## config.mk

```make
export PLATFORM = sky130hd
export DESIGN_NAME = reg_scoreboard
export DESIGN_NICKNAME = d
export VERILOG_FILES = /design/src/rtl/reg_scoreboard_pkg.sv /design/src/rtl/wb_rr_arbiter.sv /design/src/rtl/reg_scoreboard.sv
export SDC_FILE = /design/constraint.sdc
export NUM_CORES = 1
export LEC_CHECK = 0
export CAP_MARGIN = 10
export CORE_MARGIN = 8
export CORE_UTILIZATION = 40
export CTS_BUF_LIST = sky130_fd_sc_hd__clkbuf_4 sky130_fd_sc_hd__clkbuf_8
export CTS_CLUSTER_SIZE = 24
export DETAILED_ROUTE_END_ITERATION = 16
export PLACE_DENSITY = 0.91
export SKIP_LAST_GASP = 1
export SLEW_MARGIN = 10
export SYNTH_ARGS = -nofsm -noshare
export SYNTH_HDL_FRONTEND = slang
export SYNTH_SLANG_ARGS = --single-unit
```

## constraint.sdc

```tcl
create_clock -name clk -period 4.1 [get_ports clk]
set_input_delay 0.615 -clock clk [delete_from_list [all_inputs] [get_ports clk]]
set_output_delay 0.615 -clock clk [all_outputs]
set_load 0.03 [all_outputs]
```

## src/rtl/reg_scoreboard_pkg.sv

```systemverilog
// Shared definitions for the register scoreboard: default widths and a one-hot check.
package reg_scoreboard_pkg;

  localparam int unsigned NREG_DEF     = 4;
  localparam int unsigned DATA_W_DEF   = 32;
  localparam int unsigned ONEHOT_MAX_W = 32;

  // True when exactly one bit is set; callers zero-extend narrower masks.
  function automatic logic is_onehot(input logic [ONEHOT_MAX_W-1:0] v);
    return (v != '0) && ((v & (v - ONEHOT_MAX_W'(1))) == '0);
  endfunction

endpackage

```

## src/rtl/wb_rr_arbiter.sv

```systemverilog
// Two-way round-robin arbiter for the shared register-file write port.
module wb_rr_arbiter (
  input  logic clk,
  input  logic rst,
  input  logic valid0,
  input  logic valid1,
  output logic ready0_c,
  output logic ready1_c
);

  // last_q = 1 means source 1 won most recently, so source 0 wins the next conflict.
  logic last_q;
  logic last_d;

  always_comb begin
    ready0_c = valid0 & (~valid1 | last_q);
    ready1_c = valid1 & (~valid0 | ~last_q);
    last_d   = last_q;
    if (ready0_c) begin
      last_d = 1'b0;
    end else if (ready1_c) begin
      last_d = 1'b1;
    end
  end

  always_ff @(posedge clk or negedge rst) begin
    if (!rst) begin
      last_q <= 1'b1;
    end else begin
      last_q <= last_d;
    end
  end

endmodule

```

## src/rtl/reg_scoreboard.sv

```systemverilog
// Register reservation scoreboard: RAW/WAW issue stall plus write-back arbitration
// onto the single register-file write port.
module reg_scoreboard
  import reg_scoreboard_pkg::*;
#(
  parameter int unsigned NREG   = NREG_DEF,
  parameter int unsigned DATA_W = DATA_W_DEF
) (
  input  logic              clk,
  input  logic              rst,
  input  logic              dec_valid,
  input  logic [NREG-1:0]   dec_rd_exp,
  input  logic [NREG-1:0]   dec_rs_exp,
  input  logic [NREG-1:0]   dec_wb_exp,
  input  logic              exec_stall,
  output logic              dec_stall,
  output logic              issue,
  input  logic              wb0_valid,
  input  logic [NREG-1:0]   wb0_exp,
  input  logic [DATA_W-1:0] wb0_data,
  output logic              wb0_ready,
  input  logic              wb1_valid,
  input  logic [NREG-1:0]   wb1_exp,
  input  logic [DATA_W-1:0] wb1_data,
  output logic              wb1_ready,
  output logic              rf_we,
  output logic [NREG-1:0]   rf_wb_exp,
  output logic [DATA_W-1:0] rf_wb_data,
  output logic [NREG-1:0]   w_reserve,
  output logic              err
);

  logic [NREG-1:0]   res_q, res_d;
  logic              rf_we_q, rf_we_d;
  logic [NREG-1:0]   rf_exp_q, rf_exp_d;
  logic [DATA_W-1:0] rf_data_q, rf_data_d;
  logic              err_q, err_d;

  logic              gnt_any;
  logic [NREG-1:0]   gnt_exp;
  logic [DATA_W-1:0] gnt_data;
  logic [NREG-1:0]   set_mask;
  logic [NREG-1:0]   clr_mask;
  logic              hazard;

  wb_rr_arbiter u_arb (
    .clk      (clk),
    .rst      (rst),
    .valid0   (wb0_valid),
    .valid1   (wb1_valid),
    .ready0_c (wb0_ready),
    .ready1_c (wb1_ready)
  );

  // Hazard uses registered reservations only; a same-cycle release does not bypass.
  always_comb begin
    hazard    = |((dec_rd_exp | dec_rs_exp | dec_wb_exp) & res_q);
    dec_stall = dec_valid & (exec_stall | hazard);
    issue     = dec_valid & ~dec_stall;
  end

  always_comb begin
    gnt_any   = wb0_ready | wb1_ready;
    gnt_exp   = wb0_ready ? wb0_exp  : wb1_exp;
    gnt_data  = wb0_ready ? wb0_data : wb1_data;
    set_mask  = issue   ? dec_wb_exp : '0;
    clr_mask  = gnt_any ? gnt_exp    : '0;

    // Clear wins over a simultaneous set on the same bit.
    res_d     = (res_q | set_mask) & ~clr_mask;

    rf_we_d   = gnt_any;
    rf_exp_d  = gnt_any ? gnt_exp  : rf_exp_q;
    rf_data_d = gnt_any ? gnt_data : rf_data_q;

    err_d = err_q;
    if (gnt_any && (!is_onehot(ONEHOT_MAX_W'(gnt_exp)) || (|(gnt_exp & ~res_q)))) begin
      err_d = 1'b1;
    end
    if (issue && (dec_wb_exp != '0) && !is_onehot(ONEHOT_MAX_W'(dec_wb_exp))) begin
      err_d = 1'b1;
    end
    if (|(set_mask & clr_mask)) begin
      err_d = 1'b1;
    end
  end

  always_ff @(posedge clk or negedge rst) begin
    if (!rst) begin
      res_q     <= '0;
      rf_we_q   <= 1'b0;
      rf_exp_q  <= '0;
      rf_data_q <= '0;
      err_q     <= 1'b0;
    end else begin
      res_q     <= res_d;
      rf_we_q   <= rf_we_d;
      rf_exp_q  <= rf_exp_d;
      rf_data_q <= rf_data_d;
      err_q     <= err_d;
    end
  end

  assign w_reserve  = res_q;
  assign rf_we      = rf_we_q;
  assign rf_wb_exp  = rf_exp_q;
  assign rf_wb_data = rf_data_q;
  assign err        = err_q;

endmodule

```

Word level (Yosys, flattened, before mapping)

Cells that the tools add are included.

Add/sub/neg operators: 2
Multiply operators: 0
Div/mod/pow operators: 0
Magnitude comparators: 0
Eq/ne operators: 0
Shifts and indexed selects: 0
Mux-type cells: 9
Bitwise gates (word level): 23
Reduce and logical (&&, ||, !) cells: 17

Operators by type and width:

| operator            | number |
|---|---|
| $and 4x32->32       | 2 |
| $logic_not 32->1    | 2 |
| $mux 32             | 1 |
| $and 4x4->4         | 4 |
| $mux 4              | 3 |
| $or 4x4->4          | 3 |
| $reduce_or 4->1     | 3 |
| $sub 4x1->5 const B | 2 |
| $not 4->4           | 2 |
| $reduce_bool 4->1   | 2 |
| $logic_and 1x1->1   | 5 |
| $mux 1              | 5 |
| $and 1x1->1         | 4 |
| $not 1->1           | 4 |
| $or 1x1->1          | 4 |
| $reduce_bool 3->1   | 1 |
| $logic_not 1->1     | 2 |
| $reduce_bool 2->1   | 1 |
| $logic_or 1x1->1    | 1 |

Register bits after elaboration: 43
Latch bits: 0
Memory bits (writable): 0
ROM bits: 0
Output and inout port bits: 46
Memories kept: 0

Longest topological paths before layout

Gate-level depths: netlist of run 1.

Word-level depth: 14
Depth in mapped cells: 6
Gate-level depth less buffers: 5

By module

From an unflattened synthesis of run 1, not the netlist that was laid out.

Cells, all modules: 210
Area, all modules: 2144.6 um2

Modules (own cells, without submodules):

| module         | times used | cells an instance | area each (um2) |
|---|---|---|---|
| reg_scoreboard | 1          | 204               | 2090.8 |
| wb_rr_arbiter  | 1          | 6                 | 53.8 |

Worst setup path before layout of run 1

No wires, ideal clock.

Path type: in2out
Start: input port dec_rs_exp[1]
End: output port issue
Arrival: 1.856 ns
Required time: 3.485 ns
Slack: 1.629 ns
Cell stages on the path: 3
Cells stage by stage: o31ai_1 -> nand2_1 -> nor3_1

Word-level cells in the longest chain between the ends: 8

RTL lines:

| item                    | RTL line             | source |
|---|---|---|
| from (decl)             | reg_scoreboard.sv:13 | `input logic [NREG-1:0] dec_rs_exp,` |
| $or 4x4->4 (2 in a row) | reg_scoreboard.sv:57 | `hazard = \|((dec_rd_exp \| dec_rs_exp \| dec_wb_exp) & res_q);` |
| $and 4x4->4             | reg_scoreboard.sv:57 |  |
| $reduce_or 4->1         | reg_scoreboard.sv:57 |  |
| $or 1x1->1              | reg_scoreboard.sv:58 | `dec_stall = dec_valid & (exec_stall \| hazard);` |
| $and 1x1->1             | reg_scoreboard.sv:58 |  |
| $not 1->1               | reg_scoreboard.sv:59 | `issue = dec_valid & ~dec_stall;` |
| $and 1x1->1             | reg_scoreboard.sv:59 |  |
| to (decl)               | reg_scoreboard.sv:17 | `output logic issue,` |

Every way passes these cells.

Final worst setup path of run 1

Start: input port dec_wb_exp[2]
End: output port issue

Word-level cells in the longest chain between the ends: 7

RTL lines:

| item            | RTL line             | source |
|---|---|---|
| from (decl)     | reg_scoreboard.sv:14 | `input logic [NREG-1:0] dec_wb_exp,` |
| $or 4x4->4      | reg_scoreboard.sv:57 |  |
| $and 4x4->4     | reg_scoreboard.sv:57 |  |
| $reduce_or 4->1 | reg_scoreboard.sv:57 |  |
| $or 1x1->1      | reg_scoreboard.sv:58 |  |
| $and 1x1->1     | reg_scoreboard.sv:58 |  |
| $not 1->1       | reg_scoreboard.sv:59 |  |
| $and 1x1->1     | reg_scoreboard.sv:59 |  |

Every way passes these cells.

==> flow_summary.toml, run 1 <==
[run_status]
status = "finished clean"

[power_and_ir_drop]
ir_worst_vdd_uv = 225
powerDensity_mw_per_mm2 = 370
finalPower_w = 0.00139
p_leak_nw = 1.54

[clocking]
cts_resized = 0
cts_tree = "built"
htreeDepth = 2
clk_pin_slew_worst_paths_ns = 0.08
cts_inserted_buffers = 5
cts-hold-fix-buffers = 0
cts_root_buffer = "clkbuf_8"
clock-sinks = 43
clockBufferDepth = 2
clock_latency_ns = 0.28
post_cts_buffers = 0

[timing]
finalCritPeriodShare = 0.833
timing.hold.ws_ns = 0.482
clock.fmax_mhz = 293
slew_violations = 0
finClkSkew_ns = 0.00185
rsz0062_at_grt = "false"
tightest_slew_ns = 0.972
finalHoldViolCount = 0
layout_min_cycle_time_ns = 3.41
tns_ns = 0
relSlewSlack = 0.352
setup_viol = 0

[worst_setup_path]
crit_chain = "clkdlybuf4s50_1, o31ai_1, nand2_1, nor3_1, clkdlybuf4s50_1"
cp_max_fo = 6
regToRegEndpoint = "err"
critPathCaptureType = "output port"
timing.rr.start = "u_arb.last_q"
ff2ff_setup_slack_ns = 1.90
crit_type = "in2out"
cpMaxStageDelayCell = "clkdlybuf4s50_1"
cp_top_family = "buffers and inverters"
crit_top_cell = "clkdlybuf4s50_1"
cp.buffers_inverters = 2
arrival_ns = 2.80
required_ns = 3.48
crit_path_start_kind = "input pin"
slowest_delay_ns = 0.81
r2r_cells = 5

[run]
max_cap_violations = 0

[placement]
globalplace.congestion = 0.815
dp_hpwl_um = 6060
io_buffers = 135

[synth]
synthMuxAreaShare = 0.0951
yosysWarnings = 0
synth-simple-area-share = 0.153
synth_top_family_by_area = "compound AO/OA/AOI/OAI gates"
ys_seq_elements = 43
syn-cell-area_mm2 = 0.00224
ys_seq_area_frac = 0.482
synth_edf_count = 0
synth_xor_area_frac = 0
synthesis.instances = 245
synth.avg_cell_area_um2 = 9.13
synth_ff_type = "dfrtp_1"
async_flop_share = 1.00
synth_fa_ha_area_frac = 0
synth_nets = 335
ys_types = 34
synth_compound_area_frac = 0.229

[cells_and_area]
antenna_cells_inserted = 0
area_growth_pct = 68.0
drive_gt1_frac = 0.0556
nNetsFinal = 467
num-fill-cells = 431

[global_routing]
grt_first_pass_wirelength_um = 12600
grt-ovfl-total = 0
grtUsageTotal = 0.186
antenna_found_initial = 0
grt_max_degree = 56
grt_pass1_vias = 2464

[floorplanning]
io_pins = 136
die_x_um = 90.8
placementRows = 27
start_util = 0.411
die_h_um = 90.8
die_area_mm2 = 0.00824
core-area_mm2 = 0.00544

[routing]
vias = 2332
drtPass1Iterations = 4
drc = 0
dr.first_iter.drc_count = 129
wl_per_cell_um = 17.4
drt-total-wl_um = 7820
vias_per_cell = 5.18
ant_nets = 0

[min_path]
hp-class = "in2async"
-- cells in the mapped netlist, drive strengths merged (3+ instances only) --
library cell,n,share of area
mux2i,19,0.085
o22ai,3,0.0084
a21oi,38,0.085
o31ai,5,0.017
buf,4,0.016
dfrtp,42,0.47
nand2,39,0.065
nand2b,15,0.042
nor2,8,0.015
o21ai,35,0.078
inv,4,0.0067
clkbuf,10,0.017
-- worst max-delay path by stage --
stage                             start     to  slack (ns)  cells after the start
final                     dec_wb_exp[2]  issue        0.69                      5
after global routing      dec_wb_exp[2]  issue        0.56                      5
after CTS                 dec_wb_exp[2]  issue        0.73                      5
after detailed placement  dec_wb_exp[1]  issue        0.73                      5
after global placement    dec_wb_exp[1]  issue        0.83                      5
after floorplan           dec_rs_exp[1]  issue        1.63                      3
-- registers in the layout (all words and copies together), names as in the netlist --
signal and count:
rf_wb_data 32, rf_wb_exp 4, w_reserve 4, err 1, rf_we 1, u_arb.last_q 1
-- power by group --
group	total [W]	internal [W]	switching, W	leakage, nW
Combinational	0.000526	0.000246	0.000280	0.959
Clock	0.000338	0.000197	0.000141	0.0612
Sequential	0.000527	0.000484	0.0000427	0.516
-- metal layers --
metal  vias up  GRT usage  share of wire
met4         0     0.0277         0.0031
met2       102      0.336           0.51
li1       1125          -              -
met5         -          0              0
met1      1103      0.214           0.41
met3         2     0.0565          0.082
-- layout by cell type (no fill, tap or decap), drive strengths merged, types with 2 or more instances in the layout --
master and count:
clkdlybuf4s50 134, dfrtp 42, nand2 39, a21oi 38, o21ai 35, mux2i 19, nand2b 15, nor2 8
clkbuf 6, o31ai 5, buf 5, inv 4, o22ai 3, nor3 2, nand3 2, mux2 2
a21o 2, nor2b 2, clkinv 2
-- layout make-up --
cell class,count,area (um2),share of cell area
timing repair buffer,139,1380,0.366
sequential,43,1080,0.287
multi-input combinational,183,1080,0.286
tap,72,90.1,0.0240
clock buffer,6,82.6,0.0220
clock inverter,2,35.0,0.00933
inverter,5,18.8,0.00500
-- logic make-up (layout without fill, tap and decap cells) --
family,after synthesis,in the layout
flops,43,43
compound gates,90,90
simple gates,72,72
buf+inv,19,152
mux,21,21
-- metrics by stage --
stage / setup WS [ns] / utilization / std cells / cell area, um2
5_1_grt: 0.561 / 0.691 / 450 / 3760
2_1_floorplan: 1.63 / - / 245 / 2240
4_1_cts: 0.728 / 0.691 / 450 / 3760
6_report: 0.686 / 0.691 / 450 / 3760
3_5_place_dp: 0.733 / 0.669 / 442 / 3640
3_3_place_gp: 0.833 / 0.669 / 442 / 3640
Power figures use the tool's default switching activity.
==> inputs of run 2 (changes only) <==
Settings changed: CORE_UTILIZATION 40 to 38, PLACE_DENSITY 0.91 to 0.87.
Clock period 4.1 ns to 3.2 ns, I/O delays scaled along.
==> run 2 against run 1 <==
  * Critical path depth stayed put
  * Register-to-register slack lost 0.88 ns
  * Largest cell class unchanged
  * Largest power group unchanged
  * Critical endpoint unchanged
  * Die area up 4.3%
  * Critical path type unchanged
==> flow_summary.toml, run 2 (synthesized netlist as in run 1, its figures left out) <==
[run_status]
status = "finished clean"

[floorplanning]
placementRows = 28
die_x_um = 92.7
core-area_mm2 = 0.00582
io_pins = 136
die_h_um = 92.7
die_area_mm2 = 0.00859
start_util = 0.384

[power_and_ir_drop]
ir_worst_vdd_uv = 214
p_leak_nw = 1.54
powerDensity_mw_per_mm2 = 455

[timing]
finClkSkew_ns = 0.00545
relSlewSlack = 0.363
layout_min_cycle_time_ns = 2.84
finalHoldViolCount = 0
rsz0062_at_grt = "false"
finalCritPeriodShare = 0.889
tightest_slew_ns = 0.955
slew_violations = 0
clock.fmax_mhz = 352
setup_viol = 0
tns_ns = 0

[worst_setup_path]
r2r_cells = 5
cp.buffers_inverters = 2
timing.rr.start = "u_arb.last_q"
crit_path_start_kind = "input pin"
crit_type = "in2out"
crit_chain = "clkdlybuf4s50_1, o31ai_1, nand3b_1, nor3_1, clkdlybuf4s50_1"
cp_max_fo = 5
arrival_ns = 2.36
required_ns = 2.72
cpMaxStageDelayCell = "clkdlybuf4s50_1"
slowest_delay_ns = 0.73
ff2ff_setup_slack_ns = 1.02
cp.depth = 5
critPathCaptureType = "output port"
cp_top_family = "buffers and inverters"
regToRegEndpoint = "err"
crit_top_cell = "clkdlybuf4s50_1"

[cells_and_area]
drive_gt1_frac = 0.0658
antenna_cells_inserted = 0
final_cell_mix = "132 x clkdlybuf4s50_1, 42 x dfrtp_1, 39 x nand2_1"
largest_reg_flops = 32
final_common_cell = "clkdlybuf4s50_1"
design_area_mm2 = 0.00375
area_growth_pct = 67.6
nNetsFinal = 470

[routing]
vias_per_cell = 5.22
vias = 2374
dr.first_iter.drc_count = 95
drt-total-wl_um = 7940
wl_per_cell_um = 17.4
drtPass1Iterations = 4
drc = 0
ant_nets = 0

[clocking]
cts-hold-fix-buffers = 0
clockBufferDepth = 2
clock_latency_ns = 0.28
cts_inserted_buffers = 5
cts_root_buffer = "clkbuf_8"
cts_resized = 0
clk_pin_slew_worst_paths_ns = 0.08
clock-sinks = 43
htreeDepth = 2
cts_tree = "built"
post_cts_buffers = 0

[min_path]
hp-class = "in2async"

[placement]
place_area_mm2 = 0.00366
io_buffers = 135
dp_hpwl_um = 6320
globalplace.congestion = 0.868

[global_routing]
grt-ovfl-total = 0
antenna_found_initial = 0
grt_pass1_vias = 2420
grtUsageTotal = 0.179
grt_first_pass_wirelength_um = 12300
grt_max_degree = 44

[run]
max_cap_violations = 0
==> run 2: worst reg2reg max path, cell delays in order (launching register included) <==
cell and delay, ns:
dfstp_2 0.76, nand2b_1 0.31, a21oi_1 0.12, o22ai_1 0.22
a221oi_1 0.13, or4_1 0.52
==> run 2: metal layers <==
| layer | routed length [um] | vias up | GRT usage |
|---|---|---|---|
| met3 | 602 | 8 | 0.0623 |
| met2 | 4100 | 104 | 0.318 |
| met5 | 0 | - | 0 |
| met4 | 76 | 0 | 0.0336 |
| li1 | - | 1135 | - |
| met1 | 3160 | 1127 | 0.204 |
==> run 2: final cells by class <==
type | instances | area [um2]
tap | 75 | 93.8
clock buffer | 6 | 82.6
timing repair buffer | 142 | 1390
multi-input combinational | 183 | 1080
fill | 501 | 2070
inverter | 5 | 18.8
clock inverter | 1 | 5.00
sequential | 43 | 1080
==> run 2: worst max path at each step <==
stage,slack (ns),to,from
2_1_floorplan,1.0,issue,dec_rs_exp[1]
3_3_place_gp,0.50,issue,dec_wb_exp[2]
3_5_place_dp,0.41,issue,dec_wb_exp[3]
4_1_cts,0.42,issue,dec_wb_exp[3]
5_1_grt,0.31,issue,dec_wb_exp[3]
6_report,0.36,issue,dec_wb_exp[3]
==> run 2: power breakdown <==
group	internal [W]	total, W	switching, W
combinational	0.000319	0.000678	0.000360
sequential	0.000621	0.000679	0.0000578
clock	0.000170	0.000349	0.000179
==> run 2: per-stage QoR <==
stage                     utilization  hold WS [ns]  setup WS [ns]  std cells  total power, W
after floorplan                     -         0.184          0.999        245         0.00102
after global placement          0.629         0.463          0.503        448         0.00135
final                           0.644         0.339          0.356        455         0.00171
after CTS                       0.644         0.383          0.417        455         0.00172
after detailed placement        0.629         0.465          0.413        448         0.00137
after global routing            0.644         0.419          0.311        455         0.00180
==> edit, RTL diff (flow settings as in run 2) <==
Reset style: synchronous (`rst`), changed in 2 clocked blocks.
--- a/src/rtl/wb_rr_arbiter.sv
+++ b/src/rtl/wb_rr_arbiter.sv
@@ -24,5 +24,5 @@
   end
 
-  always_ff @(posedge clk or negedge rst) begin
+  always_ff @(posedge clk) begin
     if (!rst) begin
       last_q <= 1'b1;
--- a/src/rtl/reg_scoreboard.sv
+++ b/src/rtl/reg_scoreboard.sv
@@ -86,5 +86,5 @@
   end
 
-  always_ff @(posedge clk or negedge rst) begin
+  always_ff @(posedge clk) begin
     if (!rst) begin
       res_q     <= '0;
Formal check against the unedited RTL: differs if rst is asserted again (counterexample within 4 cycles, from zero or initial values and one cycle with rst low); with rst held inactive, the same outputs for 10 cycles.
==> edit against run 2 <==
Wire length shrank 6.7%. Sequential power shrank 11%. Utilization grew 1.4 points. Area after synthesis shrank 2.8%. Setup slack lost 0.0071 ns. Power shrank 16%. Combinational power shrank 30%. Die area shrank 2.3%. Sequential cell count is the same. First-iteration DRC count shrank 12%. Cell area shrank 3.2%. Largest cell class unchanged.
==> edit: results (changes against run 2) <==
| Metric | Value |
|---|---|
| HP Class | flip-flop to flip-flop |
| First-pass GRT wire length | 11900 um (-3.8%) |
| Vias per cell | 5.36 (+2.7%) |
| Cells after Synth | 238 (-2.9%) |
| 1st-iter DRT viols | 84 (-12%) |
| Comb pwr share | 33.2% (-6.6 points) |
| Syn Nets | 328 (-2.1%) |
| Layout Skew | 0.00835 ns (+0.00289 ns) |
| Status | finished clean |
| Final worst-path cycle share | 89.1% (+0.22 points) |
| Setup slack at placement | 0.349 ns (-0.0640 ns) |
| Met2 Track Usage GR | 28.8% (-3.0 points) |
| Filler cell count | 445 (-11%) |
| Post-synthesis sequential area ratio | 39.6% (-8.6 points) |
| Drt pass-1 iters | 5 (+1) |
| Tot GR Track Use | 16.9% (-1.0 points) |
| Origin of the critical flop-to-flop path | u_arb.last_q |
| Sw power | 0.441 mW (-26%) |
| Switching Share | 30.7% (-4.3 points) |
| VDD IR max | 0.000273 V (+28%) |
| Met3 Resource Use GR | 7.17% (+0.94 points) |
| Post-DP Area | 3540 um^2 (-3.3%) |
| Most used DFF post-synth | dfxtp_1 |
| DP Wirelength | 5550 um (-12%) |
| Largest net degree at the start of global routing | 45 (+2.3%) |
| Finished Core Util | 65.8% (+1.4 points) |
| Hold Slack | 0.515 ns (+0.176 ns) |
| Layout cells sized above 1 | 5.22% (-1.4 points) |
| Unique cell type count in the Yosys netlist | 32 (-5.9%) |
| Post-Place Cells | 429 (-4.2%) |
| Seq pwr share | 42.3% (+2.5 points) |
| Worst reg2reg endpoint | err |
| Gpl congestion | 0.775 (-11%) |
| Number of global-route vias before repair | 2429 (+0.37%) |
-- edit: worst max-delay path, stage by stage --
cell and delay, ns:
clkdlybuf4s50_1 0.49, o31ai_1 0.23, nand3_1 0.19, nor4b_4 0.27, clkdlybuf4s50_1 0.72
-- edit: final cells by class --
cell class	instances	share of cell area [%]
clock buffers	6	2.28
clock inverters	1	0.138
inverters	3	0.311
multi-input cells	171	32.8
flip-flops and latches	43	23.7
well taps	72	2.48
repair buffers	140	38.2
-- edit: kinds of logic (layout without fill, tap and decap cells) --
group,count (synthesis),after routing,synth area share (%)
AO/OA/AOI/OAI,91,91,30.2
AND/OR/NAND/NOR,59,59,14.7
flip-flops,43,43,39.6
buffers and inverters,24,150,5.81
multiplexers,21,21,9.67
-- edit: per-layer routing --
| metal | vias up | wire length (um) |
|---|---|---|
| li1 | 1133 | - |
| met1 | 1090 | 3000 |
| met2 | 103 | 3600 |
| met3 | 10 | 734 |
| met4 | 0 | 76 |
| met5 | - | 0 |
